<file path="src/rtl/alu_stage.sv">
// Execution stage behind the register file: single-cycle ALU operations plus an
// iterative unsigned shift-add multiplier, with registered result and {Z,C,N,O} flags.
module alu_stage #(
  parameter int WIDTH = 8
) (
  input  logic             clk,
  input  logic             rst_n,
  input  logic             start,
  input  logic [3:0]       fun_sel,
  input  logic [WIDTH-1:0] a,
  input  logic [WIDTH-1:0] b,
  output logic [WIDTH-1:0] result,
  output logic [WIDTH-1:0] result_hi,
  output logic [3:0]       flags,
  output logic             busy,
  output logic             done
);

  localparam int CW = $clog2(WIDTH + 1);

  typedef enum logic [3:0] {
    OP_A   = 4'h0, OP_B,   OP_NOT_A, OP_NOT_B,
    OP_ADD,        OP_ADC, OP_SUB,   OP_AND,
    OP_OR,         OP_XOR, OP_LSL,   OP_LSR,
    OP_ASR,        OP_CSL, OP_CSR,   OP_MUL
  } op_e;

  typedef enum logic {S_IDLE, S_MUL} state_e;

  typedef struct packed {
    logic z;
    logic c;
    logic n;
    logic o;
  } flags_t;

  state_e               state_q, state_d;
  logic [CW-1:0]        cnt_q, cnt_d;
  logic [2*WIDTH-1:0]   mcand_q, mcand_d;
  logic [WIDTH-1:0]     mplier_q, mplier_d;
  logic [2*WIDTH-1:0]   acc_q, acc_d;
  logic [WIDTH-1:0]     result_q, result_d;
  logic [WIDTH-1:0]     result_hi_q, result_hi_d;
  flags_t               flags_q, flags_d;
  logic                 done_q, done_d;

  op_e                  op;
  logic                 sub_sel;
  logic [WIDTH-1:0]     add_b;
  logic                 add_cin;
  logic [WIDTH:0]       add_sum;
  logic [WIDTH-1:0]     alu_res;
  logic                 alu_c;
  logic                 alu_o;
  logic [2*WIDTH-1:0]   mul_sum;
  logic                 mul_last;

  assign op = op_e'(fun_sel);

  // Subtraction reuses the adder as A + ~B + 1, so C=1 means no borrow.
  assign sub_sel = (op == OP_SUB);
  assign add_b   = sub_sel ? ~b : b;
  assign add_cin = sub_sel | ((op == OP_ADC) & flags_q.c);
  assign add_sum = {1'b0, a} + {1'b0, add_b} + {{WIDTH{1'b0}}, add_cin};

  // NOTE: every always_comb output gets a default first so no path can infer a latch.
  always_comb begin
    alu_res = '0;
    alu_c   = flags_q.c;
    alu_o   = flags_q.o;
    case (op)
      OP_A:     alu_res = a;
      OP_B:     alu_res = b;
      OP_NOT_A: alu_res = ~a;
      OP_NOT_B: alu_res = ~b;
      OP_ADD, OP_ADC, OP_SUB: begin
        alu_res = add_sum[WIDTH-1:0];
        alu_c   = add_sum[WIDTH];
        alu_o   = (a[WIDTH-1] == add_b[WIDTH-1]) && (add_sum[WIDTH-1] != a[WIDTH-1]);
      end
      OP_AND:   alu_res = a & b;
      OP_OR:    alu_res = a | b;
      OP_XOR:   alu_res = a ^ b;
      OP_LSL: begin
        alu_res = {a[WIDTH-2:0], 1'b0};
        alu_c   = a[WIDTH-1];
      end
      OP_LSR: begin
        alu_res = {1'b0, a[WIDTH-1:1]};
        alu_c   = a[0];
      end
      OP_ASR: begin
        alu_res = {a[WIDTH-1], a[WIDTH-1:1]};
        alu_c   = a[0];
      end
      OP_CSL: begin
        alu_res = {a[WIDTH-2:0], flags_q.c};
        alu_c   = a[WIDTH-1];
      end
      OP_CSR: begin
        alu_res = {flags_q.c, a[WIDTH-1:1]};
        alu_c   = a[0];
      end
      default:  alu_res = '0;
    endcase
  end

  assign mul_sum  = acc_q + (mplier_q[0] ? mcand_q : '0);
  assign mul_last = (cnt_q == CW'(WIDTH - 1));

  always_comb begin
    state_d     = state_q;
    cnt_d       = cnt_q;
    mcand_d     = mcand_q;
    mplier_d    = mplier_q;
    acc_d       = acc_q;
    result_d    = result_q;
    result_hi_d = result_hi_q;
    flags_d     = flags_q;
    done_d      = 1'b0;
    case (state_q)
      S_IDLE: begin
        if (start) begin
          if (op == OP_MUL) begin
            mcand_d  = {{WIDTH{1'b0}}, a};
            mplier_d = b;
            acc_d    = '0;
            cnt_d    = '0;
            state_d  = S_MUL;
          end else begin
            result_d    = alu_res;
            result_hi_d = '0;
            flags_d.z   = (alu_res == '0);
            flags_d.c   = alu_c;
            flags_d.n   = alu_res[WIDTH-1];
            flags_d.o   = alu_o;
            done_d      = 1'b1;
          end
        end
      end
      S_MUL: begin
        acc_d    = mul_sum;
        mcand_d  = mcand_q << 1;
        mplier_d = mplier_q >> 1;
        cnt_d    = cnt_q + CW'(1);
        if (mul_last) begin
          result_d    = mul_sum[WIDTH-1:0];
          result_hi_d = mul_sum[2*WIDTH-1:WIDTH];
          flags_d.z   = (mul_sum == '0);
          flags_d.c   = (mul_sum[2*WIDTH-1:WIDTH] != '0);
          flags_d.n   = mul_sum[2*WIDTH-1];
          flags_d.o   = 1'b0;
          done_d      = 1'b1;
          cnt_d       = '0;
          state_d     = S_IDLE;
        end
      end
      default: state_d = S_IDLE;
    endcase
  end

  // NOTE: state is updated with non-blocking assignments so all registers sample the same edge.
  always_ff @(posedge clk or negedge rst_n) begin
    if (!rst_n) begin
      state_q     <= S_IDLE;
      cnt_q       <= '0;
      mcand_q     <= '0;
      mplier_q    <= '0;
      acc_q       <= '0;
      result_q    <= '0;
      result_hi_q <= '0;
      flags_q     <= '0;
      done_q      <= 1'b0;
    end else begin
      state_q     <= state_d;
      cnt_q       <= cnt_d;
      mcand_q     <= mcand_d;
      mplier_q    <= mplier_d;
      acc_q       <= acc_d;
      result_q    <= result_d;
      result_hi_q <= result_hi_d;
      flags_q     <= flags_d;
      done_q      <= done_d;
    end
  end

  assign result    = result_q;
  assign result_hi = result_hi_q;
  assign flags     = flags_q;
  assign busy      = (state_q == S_MUL);
  assign done      = done_q;

endmodule

</file>
<file path="config.mk">
export PLATFORM = sky130hd
export DESIGN_NAME = alu_stage
export DESIGN_NICKNAME = d
export VERILOG_FILES = /design/src/rtl/alu_stage.sv
export SDC_FILE = /design/constraint.sdc
export NUM_CORES = 1
export LEC_CHECK = 0
export CAP_MARGIN = 40
export CORE_MARGIN = 2
export CORE_UTILIZATION = 35
export CTS_BUF_LIST = sky130_fd_sc_hd__clkbuf_16
export CTS_CLUSTER_DIAMETER = 30
export DETAILED_ROUTE_END_ITERATION = 10
export PLACE_DENSITY = 0.51
export SYNTH_ARGS = -nofsm -noshare
export SYNTH_HDL_FRONTEND = slang
export SYNTH_SLANG_ARGS = --single-unit
</file>
<file path="constraint.sdc">
create_clock -name clk -period 3.1 [get_ports clk]
set_input_delay 0.31 -clock clk [delete_from_list [all_inputs] [get_ports clk]]
set_output_delay 0.31 -clock clk [all_outputs]
set_load 0.01 [all_outputs]
</file>
Word-level counts from Yosys, hierarchy flattened. Index checks and enable logic that the tools add are counted.

Memories kept: 0. ROM bits: 0. Memory bits (writable): 0. Register bits: 66. Bits in latches: 0. Input bits: 23. Word-level logic and storage cells: 98.

Equality and inequality tests: 24. Shifts and indexed selects: 0. Bitwise operators: 8. Multiply operators: 0. $lt $le $gt $ge: 0. Reductions and logical operators: 12. Muxes and demuxes: 38. $add $sub $neg: 4. Div/mod/pow operators: 0.

Operators by type and width (count): one-hot mux 8 bit (13 select lines) (1); 2-to-1 mux 16 bit (5); 2-to-1 mux 8 bit (9); one-hot mux 16 bit (2 select lines) (2); one-hot mux 8 bit (2 select lines) (3); == test 4 bit, second input constant (8); 2-to-1 mux 4 bit (6); == test 4 x 3 -> 1 bit, second input constant (5); adder 16 bit (1); zero test 16 bit (1); NOT 8 bit (2); one-hot mux 4 bit (2 select lines) (2); adder 8 x 8 -> 9 bit (1); adder 9 x 1 -> 9 bit (1); AND 8 bit (1); == test 4 x 2 -> 1 bit, second input constant (2); zero test 8 bit (1); bitwise OR 8 bit (1); AND reduction 4 bit (2); nonzero test 8 bit (1); XOR 8 bit (1); 2-to-1 mux 1 bit (7); inequality test 2 bit, second input constant (3); OR reduction 3 bit (2); other kinds (16) (18).

Logic depth before layout (Yosys ltp).
Depth after elaboration: 10. Depth in mapped cells: 16. Depth with buffers taken out: 13.

Least setup slack after synthesis. Ideal clock, no wire load.

Kind: input -> register. From: input fun_sel[0]. To: register flags_q (netlist bit flags[3]). Path slack: -0.615 ns. Arrival time: 3.650 ns. Cell stages on the path: 14. Cells stage by stage: buf_6 -> buf_4 -> nand2b_1 -> nor2_1 -> xnor2_1 -> fa_1 -> fa_1 -> nand2_1 -> o32a_1 -> a31oi_1 -> or3_1 -> or3_1 -> o41ai_2 -> o22a_1.

Word-level cells in the longest chain between the ends: 9. Elaborated cells between the ends (all ways): 29.

Ends and longest elaborated chain: start, declared (line 9) `input logic [3:0] fun_sel,`; == test 4 x 3 -> 1 bit, on equally long branches (line 61, 71, 63); 2-to-1 mux 8 bit or AND 1 bit (tied branches) (line 62, 63); adder 8 x 8 -> 9 bit or bitwise OR 1 bit (tied branches) (line 64, 63); adder 9 x 1 -> 9 bit (line 64) `assign add_sum = {1'b0, a} + {1'b0, add_b} + {{WIDTH{1'b0}}, add_cin};`; one-hot mux 8 bit (13 select lines) (line 71) `case (op)`; zero test 8 bit (line 133) `flags_d.z = (alu_res == '0);`; 2-to-1 mux 4 bit (line 124) `if (op == OP_MUL) begin`; 2-to-1 mux 4 bit (line 123) `if (start) begin`; one-hot mux 4 bit (2 select lines) (line 121) `case (state_q)`; end signal, assigned (line 182) `flags_q <= flags_d;`; end, declared (line 44) `flags_t flags_q, flags_d;`.

Parallel ways exist; a longest one is shown, timed or not. The select of a mux whose other input is x is not followed. A chain may end at the register's enable or synchronous reset.

Worst setup path after layout.
From: register mplier_q[0]. To: register flags_q (netlist bit flags[3]).

Word-level cells in the longest chain between the ends: 5.

Ends and longest elaborated chain: start, declared (line 40) `logic [WIDTH-1:0] mplier_q, mplier_d;`; start signal, assigned (line 178) `mplier_q <= mplier_d;`; 2-to-1 mux 16 bit (line 108) `assign mul_sum = acc_q + (mplier_q[0] ? mcand_q : '0);`; adder 16 bit (line 108); zero test 16 bit (line 149) `flags_d.z = (mul_sum == '0);`; 2-to-1 mux 4 bit (line 146) `if (mul_last) begin`; one-hot mux 4 bit (2 select lines) (line 121).

Every way passes these cells. The select of a mux whose other input is x is not followed.

==> flow_summary.toml <==
[outcome]
status = "finished with violations"
violations = "setup timing"

[sta]
slew_viol_final = 0
final.setup.tns_ns = -0.192
hold_violations = 0
slew_headroom_pct = 46.1
period_needed_ns = 3.22
tightest_slew_ns = 0.809
fin_skew_ns = 0.00789
setup_viol = 2
setup_slack_ns = -0.118
fmax_ghz = 0.311
rsz0062_at_grt = "yes"
post-route-period-util_pct = 104

[pwr]
pwr-share-comb_pct = 47.5
netSwitchingFraction_pct = 39.2
ir_worst_vdd_mv = 0.259
power_density_mw_per_mm2 = 685
power_w = 0.00457
power_frac_seq_pct = 30.7
p_leak_nw = 3.09
internal-power_w = 0.00278
pwr-share-clk_pct = 21.8
power.net_switching_w = 0.00179

[placed_design]
post-dp-hpwl_um = 11900
dp_cells = 905
port_buffers = 44
place.gp.congestion = 0.943

[die]
num_rows = 44
core_mm2 = 0.0145
io_pins = 45
die_h_um = 125
die_width_um = 125
die_area_mm2 = 0.0157
start_util_pct = 35.6

[logic_synthesis]
synth_top_area_share_pct = 32.0
yosysSeqAreaShare_pct = 32.0
ys_types = 66
yosys-top-cells-area = "dfrtp_1 32%, ha_1 9.5%, nand2_1 7.1%"
async_flop_share_pct = 100
ys.warnings.count = 0
synth_edf_count = 0
syn_area_per_cell_um2 = 8.04
synth_seq_cells = 66
synth_area_mm2 = 0.00516
syn_inst = 642
synth_flop_cell = "dfrtp_1"
synth.net_count = 707
synth_top_area_cell = "dfrtp_1"

[critical_path]
slowest_stage = "dfrtp_1"
critPathArrivalTime_ns = 3.49
rr_startpoint = "mplier_q[0]"
crit_fanout = 4
startpoint_type = "flop"
critPathCaptureType = "flop"
cpMostUsedCell = "a21o_1"
cp_top_family = "compound AO/OA/AOI/OAI gates"
worst-path-buf-inv = 1
crit_required_ns = 3.37
criticalPathCategory = "reg2reg"
r2r_end = "flags[3]"
worst_r2r_path_depth = 12
r2r_slack_ns = -0.12
slowest_delay_ns = 0.40
crit_chain = "and2_4 -> ha_4 -> fa_2 -> a21o_1 -> a221o_1 -> a21o_1 -> xor2_2 -> nor3_2 -> nand4b_1 -> nor4_2 -> buf_4 -> o22a_1"

[final_layout]
fin_nets = 804
final_common_cell = "nand2_1"
drive_above_1_share_pct = 16.7
multiInputGateArea_mm2 = 0.00334
num_antenna_cells = 0
final_cell_mix = "98 x nand2_1, 78 x buf_4, 70 x o21ai_0"
fillCellCount = 1413
seq_area_mm2 = 0.00165
final_util_pct = 46.1
area_growth_pct = 29.3
stdcell_count = 928

[clock_tree]
hold_buffers = 0
clk_pin_slew_ns = 0.06
h-tree-depth = 3
cts_tree = "done"
cts_root_buf = "clkbuf_16"
cts_buffers = 9
clk_latency_ns = 0.34
cts_sinks = 66
clockBufferDepth = 2

[grt]
grt_max_degree = 49
overflow = 0
antenna_found_initial = 0
first_global_vias = 4773
grt_use_total_pct = 20.2
grt_pass1_wl_um = 25400

[detailed_routing]
drtIter0Drc = 423
wl_per_cell_um = 16.9
drc = 0
antenna_left = 0
firstDrtPassIters = 5
wl_um = 15700
vias_per_cell = 5.36
via_count = 4970

[worst_hold_path]
hold_path_class = "in2async"

[flow_run]
cap_violations = 0
[area by class of cell]
class,count,area share [%]
Tap cell,184,3.45
Sequential cell,66,24.8
Clock buffer,9,3.38
Clock inverter,7,0.938
Timing Repair Buffer,124,15.9
Multi-Input combinational cell,513,50.2
Inverter,25,1.41
[worst max-delay path by stage]
stage | start | endpoint | depth (start not counted) | slack, ns
3_5_place_dp | fun_sel[1] | flags[3] | 14 | -0.45
2_1_floorplan | fun_sel[0] | flags[3] | 14 | -0.14
6_report | mplier_q[0] | flags[3] | 12 | -0.12
5_1_grt | mplier_q[0] | flags[3] | 12 | -0.24
4_1_cts | mplier_q[0] | flags[2] | 11 | -0.03
3_3_place_gp | fun_sel[1] | flags[3] | 14 | -0.38
[sequential cells by signal, summed over array words and instances, names as in the netlist]
signal,flops
mplier_q,8
acc_q,16
result_hi,8
cnt_q,4
mcand_q,16
result,8
flags,4
busy,1
done,1
[synthesized netlist by cell type, types with 5 or more instances]
cell type / n
and2_1: 18
buf_2: 8
nor2b_1: 5
nand3_1: 15
clkbuf_1: 21
dfrtp_1: 66
a21o_1: 12
nor2_1: 53
ha_1: 39
mux2i_1: 6
a21oi_1: 51
nand2_1: 98
inv_1: 24
and3_1: 5
o21a_1: 8
xnor2_1: 25
nor3_1: 11
a211oi_1: 5
o21ai_0: 70
nand2b_1: 9
xor2_1: 6
[power by group through the flow]
| stage | Sequential [W] | Clock, W | Combinational, W |
|---|---|---|---|
| after floorplan | 0.00141 | 0 | 0.00116 |
| after global placement | 0.00140 | 0 | 0.00206 |
| after detailed placement | 0.00141 | 0 | 0.00208 |
| after CTS | 0.00140 | 0.00102 | 0.00212 |
| after global routing | 0.00145 | 0.00106 | 0.00241 |
| final | 0.00140 | 0.000995 | 0.00217 |
[metrics by stage]
stage / cell area (um^2) / setup WS [ns] / hold slack, ns
finish: 6670 / -0.118 / 0.0568
global route: 6670 / -0.239 / 0.138
global placement: 6230 / -0.383 / 0.428
detailed placement: 6230 / -0.455 / 0.450
CTS: 6570 / -0.0300 / 0.0823
floorplan: 5190 / -0.141 / 0.0144
[per-layer routing]
metal,vias up,share of wire (%),GRT usage [%]
met3,24,4.1,3.38
li1,2449,-,-
met5,-,0,0
met1,2374,51,29.7
met2,123,43,30.3
met4,0,1.8,6.54
[logic make-up (layout without fill, tap and decap cells)]
group,Yosys count,after routing,share of synthesized area (%)
simple gates,242,242,22.0
compound gates,189,189,22.8
flops,66,66,32.0
buf+inv,63,165,5.51
fa+ha+maj,42,42,10.6
xor+xnor,31,31,5.26
mux,9,9,1.82
[repair_timing]
action / 4_1_cts / 5_1_grt
pin swaps: 8 / 10
buffers inserted: 1 / 6
hold endpoints to repair: 0 / 0
endpoints found under the setup margin: 2 / 6
resized for setup: 11 / 8
(Power assumes the default switching activity.)
